**src/rtl/mult_arbiter_if.sv**
```systemverilog
// Bundle between mult_arbiter, its two requesters and the shared multiplier engine.
// slave = arbiter side, master = requesters plus engine.
interface mult_arbiter_if #(
  parameter int unsigned IN_W = 8
);
  logic [1:0]        req;
  logic [IN_W-1:0]   a0;
  logic [IN_W-1:0]   b0;
  logic [IN_W-1:0]   a1;
  logic [IN_W-1:0]   b1;
  logic [1:0]        ack;
  logic [2*IN_W-1:0] result;
  logic              err;
  logic              busy;
  logic              mul_start;
  logic [IN_W-1:0]   mul_multiplier;
  logic [IN_W-1:0]   mul_multiplicand;
  logic [2*IN_W-1:0] mul_product;
  logic              mul_done;

  modport slave (
    input  req, a0, b0, a1, b1, mul_product, mul_done,
    output ack, result, err, busy, mul_start, mul_multiplier, mul_multiplicand
  );

  modport master (
    output req, a0, b0, a1, b1, mul_product, mul_done,
    input  ack, result, err, busy, mul_start, mul_multiplier, mul_multiplicand
  );
endinterface

```
**src/rtl/mult_arbiter.sv**
```systemverilog
// Round-robin arbiter sharing one unsigned shift-add multiplier between two signed requesters.
// Optional MULT_ARB_ZERO_BYPASS_EN answers zero-operand requests without starting the engine.
module mult_arbiter #(
  parameter int unsigned IN_W    = 8,
  parameter int unsigned TIMEOUT = 64,
  parameter int unsigned TMR_W   = 8
) (
  input logic           clk,
  input logic           rst,
  mult_arbiter_if.slave bus
);

  typedef enum logic [1:0] {StIdle, StIssue, StResp, StDrain} state_e;

  state_e            state_q, state_d;
  logic              last_grant_q, last_grant_d;
  logic              grant_q, grant_d;
  logic              neg_q, neg_d;
  logic [IN_W-1:0]   mplier_q, mplier_d;
  logic [IN_W-1:0]   mcand_q, mcand_d;
  logic [TMR_W-1:0]  timer_q, timer_d;
  logic [2*IN_W-1:0] result_q, result_d;
  logic              err_q, err_d;
`ifdef MULT_ARB_ZERO_BYPASS_EN
  logic              bypass_q, bypass_d;
`endif

  logic              grant_valid;
  logic              grant_sel;
  logic [IN_W-1:0]   sel_a;
  logic [IN_W-1:0]   sel_b;
  logic [2*IN_W-1:0] signed_product;

  // Two's complement negate; the most negative input maps to 2^(IN_W-1), valid as unsigned.
  function automatic logic [IN_W-1:0] mag(input logic [IN_W-1:0] x);
    return x[IN_W-1] ? (~x + {{(IN_W-1){1'b0}}, 1'b1}) : x;
  endfunction

  always_comb begin
    grant_valid = |bus.req;
    unique case (bus.req)
      2'b01:   grant_sel = 1'b0;
      2'b10:   grant_sel = 1'b1;
      2'b11:   grant_sel = ~last_grant_q;
      default: grant_sel = 1'b0;
    endcase
    sel_a = grant_sel ? bus.a1 : bus.a0;
    sel_b = grant_sel ? bus.b1 : bus.b0;
  end

  // Negating a zero product wraps back to zero, so no separate zero check is needed.
  assign signed_product = neg_q ? (~bus.mul_product + {{(2*IN_W-1){1'b0}}, 1'b1})
                                : bus.mul_product;

  always_comb begin
    state_d      = state_q;
    last_grant_d = last_grant_q;
    grant_d      = grant_q;
    neg_d        = neg_q;
    mplier_d     = mplier_q;
    mcand_d      = mcand_q;
    timer_d      = timer_q;
    result_d     = result_q;
    err_d        = err_q;
`ifdef MULT_ARB_ZERO_BYPASS_EN
    bypass_d     = bypass_q;
`endif

    unique case (state_q)
      StIdle: begin
        if (grant_valid) begin
          grant_d      = grant_sel;
          last_grant_d = grant_sel;
          mplier_d     = mag(sel_a);
          mcand_d      = mag(sel_b);
          neg_d        = sel_a[IN_W-1] ^ sel_b[IN_W-1];
          timer_d      = '0;
          state_d      = StIssue;
`ifdef MULT_ARB_ZERO_BYPASS_EN
          bypass_d     = 1'b0;
          if ((sel_a == '0) || (sel_b == '0)) begin
            result_d = '0;
            err_d    = 1'b0;
            bypass_d = 1'b1;
            state_d  = StResp;
          end
`endif
        end
      end
      StIssue: begin
        if (bus.mul_done) begin
          result_d = signed_product;
          err_d    = 1'b0;
          state_d  = StResp;
        end else if (timer_q == TMR_W'(TIMEOUT - 1)) begin
          result_d = '0;
          err_d    = 1'b1;
          state_d  = StResp;
        end else begin
          timer_d = timer_q + TMR_W'(1);
        end
      end
      StResp: begin
        state_d = StDrain;
`ifdef MULT_ARB_ZERO_BYPASS_EN
        if (bypass_q) state_d = StIdle;
`endif
      end
      StDrain: begin
        // Wait for the engine to return to idle before any new start.
        if (!bus.mul_done) state_d = StIdle;
      end
      default: state_d = StIdle;
    endcase
  end

  always_ff @(posedge clk or negedge rst) begin
    if (!rst) begin
      state_q      <= StIdle;
      last_grant_q <= 1'b1;
      grant_q      <= 1'b0;
      neg_q        <= 1'b0;
      mplier_q     <= '0;
      mcand_q      <= '0;
      timer_q      <= '0;
      result_q     <= '0;
      err_q        <= 1'b0;
`ifdef MULT_ARB_ZERO_BYPASS_EN
      bypass_q     <= 1'b0;
`endif
    end else begin
      state_q      <= state_d;
      last_grant_q <= last_grant_d;
      grant_q      <= grant_d;
      neg_q        <= neg_d;
      mplier_q     <= mplier_d;
      mcand_q      <= mcand_d;
      timer_q      <= timer_d;
      result_q     <= result_d;
      err_q        <= err_d;
`ifdef MULT_ARB_ZERO_BYPASS_EN
      bypass_q     <= bypass_d;
`endif
    end
  end

  assign bus.ack              = (state_q == StResp) ? (grant_q ? 2'b10 : 2'b01) : 2'b00;
  assign bus.result           = result_q;
  assign bus.err              = err_q;
  assign bus.busy             = (state_q != StIdle);
  assign bus.mul_start        = (state_q == StIssue);
  assign bus.mul_multiplier   = mplier_q;
  assign bus.mul_multiplicand = mcand_q;

endmodule

```
**src/flat_wrapper.sv**
```systemverilog
// flat-port wrapper written by rule: the top's interface ports become plain ports
module mult_arbiter_flat 
#(
  parameter int unsigned IN_W    = 8,
  parameter int unsigned TIMEOUT = 64,
  parameter int unsigned TMR_W   = 8
)
  (clk, rst, bus_req, bus_a0, bus_b0, bus_a1, bus_b1, bus_mul_product, bus_mul_done, bus_ack, bus_result, bus_err, bus_busy, bus_mul_start, bus_mul_multiplier, bus_mul_multiplicand);
  mult_arbiter_if #(.IN_W(IN_W)) bus_i ();
  input logic clk;
  input logic rst;
  input wire logic [$bits(bus_i.req)-1:0] bus_req;
  input wire logic [$bits(bus_i.a0)-1:0] bus_a0;
  input wire logic [$bits(bus_i.b0)-1:0] bus_b0;
  input wire logic [$bits(bus_i.a1)-1:0] bus_a1;
  input wire logic [$bits(bus_i.b1)-1:0] bus_b1;
  input wire logic [$bits(bus_i.mul_product)-1:0] bus_mul_product;
  input wire logic [$bits(bus_i.mul_done)-1:0] bus_mul_done;
  output wire logic [$bits(bus_i.ack)-1:0] bus_ack;
  output wire logic [$bits(bus_i.result)-1:0] bus_result;
  output wire logic [$bits(bus_i.err)-1:0] bus_err;
  output wire logic [$bits(bus_i.busy)-1:0] bus_busy;
  output wire logic [$bits(bus_i.mul_start)-1:0] bus_mul_start;
  output wire logic [$bits(bus_i.mul_multiplier)-1:0] bus_mul_multiplier;
  output wire logic [$bits(bus_i.mul_multiplicand)-1:0] bus_mul_multiplicand;
  assign bus_i.req = bus_req;
  assign bus_i.a0 = bus_a0;
  assign bus_i.b0 = bus_b0;
  assign bus_i.a1 = bus_a1;
  assign bus_i.b1 = bus_b1;
  assign bus_i.mul_product = bus_mul_product;
  assign bus_i.mul_done = bus_mul_done;
  assign bus_ack = bus_i.ack;
  assign bus_result = bus_i.result;
  assign bus_err = bus_i.err;
  assign bus_busy = bus_i.busy;
  assign bus_mul_start = bus_i.mul_start;
  assign bus_mul_multiplier = bus_i.mul_multiplier;
  assign bus_mul_multiplicand = bus_i.mul_multiplicand;
  mult_arbiter #(.IN_W(IN_W), .TIMEOUT(TIMEOUT), .TMR_W(TMR_W)) u_core (.clk(clk), .rst(rst), .bus(bus_i));
endmodule
```
**config.mk**
```make
export PLATFORM = sky130hd
export DESIGN_NAME = mult_arbiter_flat
export DESIGN_NICKNAME = d
export VERILOG_FILES = /design/src/rtl/mult_arbiter_if.sv /design/src/rtl/mult_arbiter.sv /design/src/flat_wrapper.sv
export SDC_FILE = /design/constraint.sdc
export NUM_CORES = 1
export LEC_CHECK = 0
export CAP_MARGIN = 20
export CORE_MARGIN = 1.5
export CORE_UTILIZATION = 42
export DETAILED_ROUTE_END_ITERATION = 6
export HOLD_SLACK_MARGIN = 0.12
export PLACE_DENSITY = 0.82
export SYNTH_ARGS = -nofsm -noshare
export SYNTH_HDL_FRONTEND = slang
export SYNTH_SLANG_ARGS = --single-unit
```
**constraint.sdc**
```tcl
create_clock -name clk -period 1.8 [get_ports clk]
set_input_delay 0.18 -clock clk [delete_from_list [all_inputs] [get_ports clk]]
set_output_delay 0.18 -clock clk [all_outputs]
set_load 0.01 [all_outputs]
```
==> impl_metrics.env <==
export IMPL_multi_input_area_um2=1780
export IMPL_synthArstFlopShare=1.00
export IMPL_max_vdd_ir_drop_v=0.000666
export IMPL_switching_share=0.362
export IMPL_cp_startpoint="bus_req[1]"
export IMPL_wl_um=7830
export IMPL_drive_gt1_frac=0.227
export IMPL_setup_ws_ns=-0.115
export IMPL_synth_edf_count=0
export IMPL_drt_pass1_iterations=4
export IMPL_synth_top_area_share=0.402
export IMPL_worstSetupEndpoint="u_core.bus.mul_multiplicand[2]$_DFFE_PN0P_"
export IMPL_regArea_um2=1150
export IMPL_slew_violations=0
export IMPL_synthCells=308
export IMPL_fin_crit_ns=1.92
export IMPL_die_w_um=84.7
export IMPL_pwr_share_comb=0.531
export IMPL_worstPathArrival_ns=2.11
export IMPL_gp_congestion=0.915
export IMPL_seq_area_frac_synth=0.411
export IMPL_syn2layout_area_growth_pct=61.9
export IMPL_r2r_start="u_core.last_grant_q$_DFFE_PN1P_"
export IMPL_clk_path_buf_depth=2
export IMPL_grt_usage=0.214
export IMPL_finalInstanceArea_um2=4530
export IMPL_detail_route_iter0_violations=120
export IMPL_cts_htree_levels=2
export IMPL_cp_max_fo=9
export IMPL_final_cells=521
export IMPL_grt_max_degree=35
export IMPL_cp_required_ns=2.00
export IMPL_clkLatencyLatePin_ns=0.30
export IMPL_vias_per_cell=5.35
export IMPL_rows=29
export IMPL_grt_pass1_vias=2802
export IMPL_power_density_nw_per_um2=1250
export IMPL_status="finished, violations left"
export IMPL_p_sw_uw=2060
export IMPL_setup_violations=3
export IMPL_antenna_cells=0
export IMPL_path_class="input pin to flop"
export IMPL_seqPwrFrac=0.303
export IMPL_reg2reg_slack_ns=-0.12
export IMPL_yosys_top_cells_count="49 x nand2_1, 45 x dfrtp_1, 40 x o21ai_0"
export IMPL_fin_crit_sh=1.06
export IMPL_yosysWarnings=0
export IMPL_core_um2=6390
export IMPL_reg2reg_depth=6
export IMPL_max_freq_mhz=522
export IMPL_reg2reg_to="u_core.bus.mul_multiplicand[2]$_DFFE_PN0P_"
export IMPL_synth_avg_cell_area_um2=9.10
export IMPL_cts_tree="yes"
export IMPL_synth_ff_type="dfrtp_1"
export IMPL_initial_core_util=0.439
export IMPL_hold_viol_final=0
export IMPL_die_y_um=84.7
export IMPL_fill_cells=466
export IMPL_cts_made_buffers=5
export IMPL_dieArea_um2=7170
export IMPL_antenna_found_initial=0
export IMPL_p_leak_uw=0.00197
export IMPL_synth_cell_types=46
export IMPL_synth_area_top_cells="dfrtp_1 40%, xor2_1 7.8%, o21ai_0 7.1%"
export IMPL_detail_route_wl_per_cell_um=15.0
export IMPL_rsz0062_at_grt="yes"
export IMPL_p_clk_frac=0.166
export IMPL_io_pins=90
export IMPL_fin_skew_ns=0.00736
export IMPL_violations="setup timing"
export IMPL_clk_pin_slew_ns=0.08
export IMPL_netlist_area_um2=2800
export IMPL_drtAntennaViolNets=0
export IMPL_portBuffers=89
export IMPL_grt_overflow_total=0
export IMPL_relSlewSlack=0.548
export IMPL_worstSetupEndpointType="flop"
export IMPL_clock_sinks=46
export IMPL_intPower_uw=3620
export IMPL_synth_most_common_cell="nand2_1"
export IMPL_hold_path_class="input pin to asynchronous set/reset pin"
export IMPL_yosysTopAreaCell="dfrtp_1"
export IMPL_num_vias=2789
export IMPL_final_nets=504
export IMPL_grt_pass1_wl_um=12500
export IMPL_clock_root_buffer="clkbuf_8"
export IMPL_critPathLaunchType="input pin"
export IMPL_tightest_slew_ns=0.678
export IMPL_dpl_hpwl_um=5690
export IMPL_placed_cells=508
export IMPL_place_area_um2=4150
export IMPL_cap_violations=0
export IMPL_route_detailed_drc=0
export IMPL_synth_seq_cells=46
export IMPL_syn_nets=369
-- logic make-up (layout without fill, tap and decap cells) --
family	Yosys count	after routing	share of synthesized area
xor gates and xnor gates	30	30	0.0938
muxes	24	24	0.0907
and+or+nand+nor	107	107	0.188
buffers and inverters	22	158	0.0353
adders and majority gates	8	8	0.0357
DFF	46	46	0.411
AOI/OAI and AO/OA	71	71	0.145
-- state kept, by name, indices dropped and copies added, names as in the netlist --
signal                       flops
u_core.bus.result               16
u_core.bus.err                   1
u_core.grant_q                   1
u_core.bus.mul_multiplier        8
u_core.neg_q                     1
u_core.state_q                   2
u_core.bus.mul_multiplicand      8
u_core.timer_q                   8
u_core.last_grant_q              1
-- how the worst min path moves through the flow --
stage                     from                                         end  slack, ns  cells after the start
final                      rst            u_core.bus.result[1]$_DFFE_PN0P_       0.44                      2
after global routing       rst            u_core.bus.result[1]$_DFFE_PN0P_       0.47                      2
after CTS                  rst  u_core.bus.mul_multiplicand[4]$_DFFE_PN0P_       0.40                      2
after detailed placement   rst  u_core.bus.mul_multiplicand[4]$_DFFE_PN0P_       0.19                      1
after global placement     rst  u_core.bus.mul_multiplicand[3]$_DFFE_PN0P_       0.18                      1
after floorplan            rst                  u_core.bus.err$_DFFE_PN0P_      -0.12                      0
-- cells in the final DEF, fill, tap and decap left out, types with 3 or more instances in the layout --
cell              n
nand3_1           5
ha_1              4
mux2i_1          15
nor2_1           21
dlygate4sd2_1     3
xor2_1           25
buf_12            4
o21ai_0          37
mux2_2            5
buf_4            43
a31oi_1           3
a21oi_2           3
nor3_1            3
dfrtp_1          45
o41ai_1           3
a21oi_1           6
o21ai_2           3
inv_1             9
xnor2_1           5
o21ai_1           3
nand2_1          49
clkdlybuf4s50_1  85
nor4_1            3
clkbuf_8          6
ha_4              3
-- power by group through the flow --
stage | clock network, uW | logic (uW) | registers, uW
2_1_floorplan | 0 | 1310 | 1820
3_3_place_gp | 0 | 2670 | 1710
3_5_place_dp | 0 | 2770 | 1730
4_1_cts | 962 | 2860 | 1700
5_1_grt | 1010 | 3280 | 1760
6_report | 942 | 3010 | 1720
-- routing by layer --
metal  wire, um  part of all wire  vias to the layer above  GRT usage
li1           -                 -                     1350          -
met1       3170              0.40                     1294      0.264
met2       3990              0.51                      123      0.385
met3        436             0.056                       22     0.0383
met4        238             0.030                        0     0.0587
met5          0                 0                        -          0
-- metrics by stage --
step / util / setup TNS [ns] / hold slack (ns) / power, uW / setup WS (ns)
finish: 0.710 / -0.171 / 0.439 / 5670 / -0.115
global route: 0.710 / -0.690 / 0.473 / 6060 / -0.174
CTS: 0.687 / -0.000241 / 0.397 / 5530 / -0.000241
detailed placement: 0.650 / -5.75 / 0.187 / 4510 / -0.375
global placement: 0.650 / -4.20 / 0.178 / 4380 / -0.267
floorplan: - / -0.0298 / -0.116 / 3130 / -0.0298
-- worst max-delay path: stages --
cell	delay (ns)
clkdlybuf4s50_1	0.47
a21boi_2	0.21
buf_12	0.17
mux2i_2	0.47
nor2_1	0.14
xor2_1	0.21
o21ai_0	0.25
-- cell type report --
type / count / share of cell area
multi-input combinational: 240 / 0.393
timing repair buffer: 139 / 0.291
sequential: 46 / 0.254
tap: 77 / 0.0212
clock buffer: 6 / 0.0182
clock inverter: 2 / 0.0132
inverter: 11 / 0.00911
-- timing repair --
item,in CTS,in global routing
endpoints found under the hold margin,21,0
setup buffers,2,2
endpoints found under the setup margin,25,24
pin swaps,3,4
hold buffers,1,0
gates resized for setup,17,24
(Power assumes the default switching activity.)
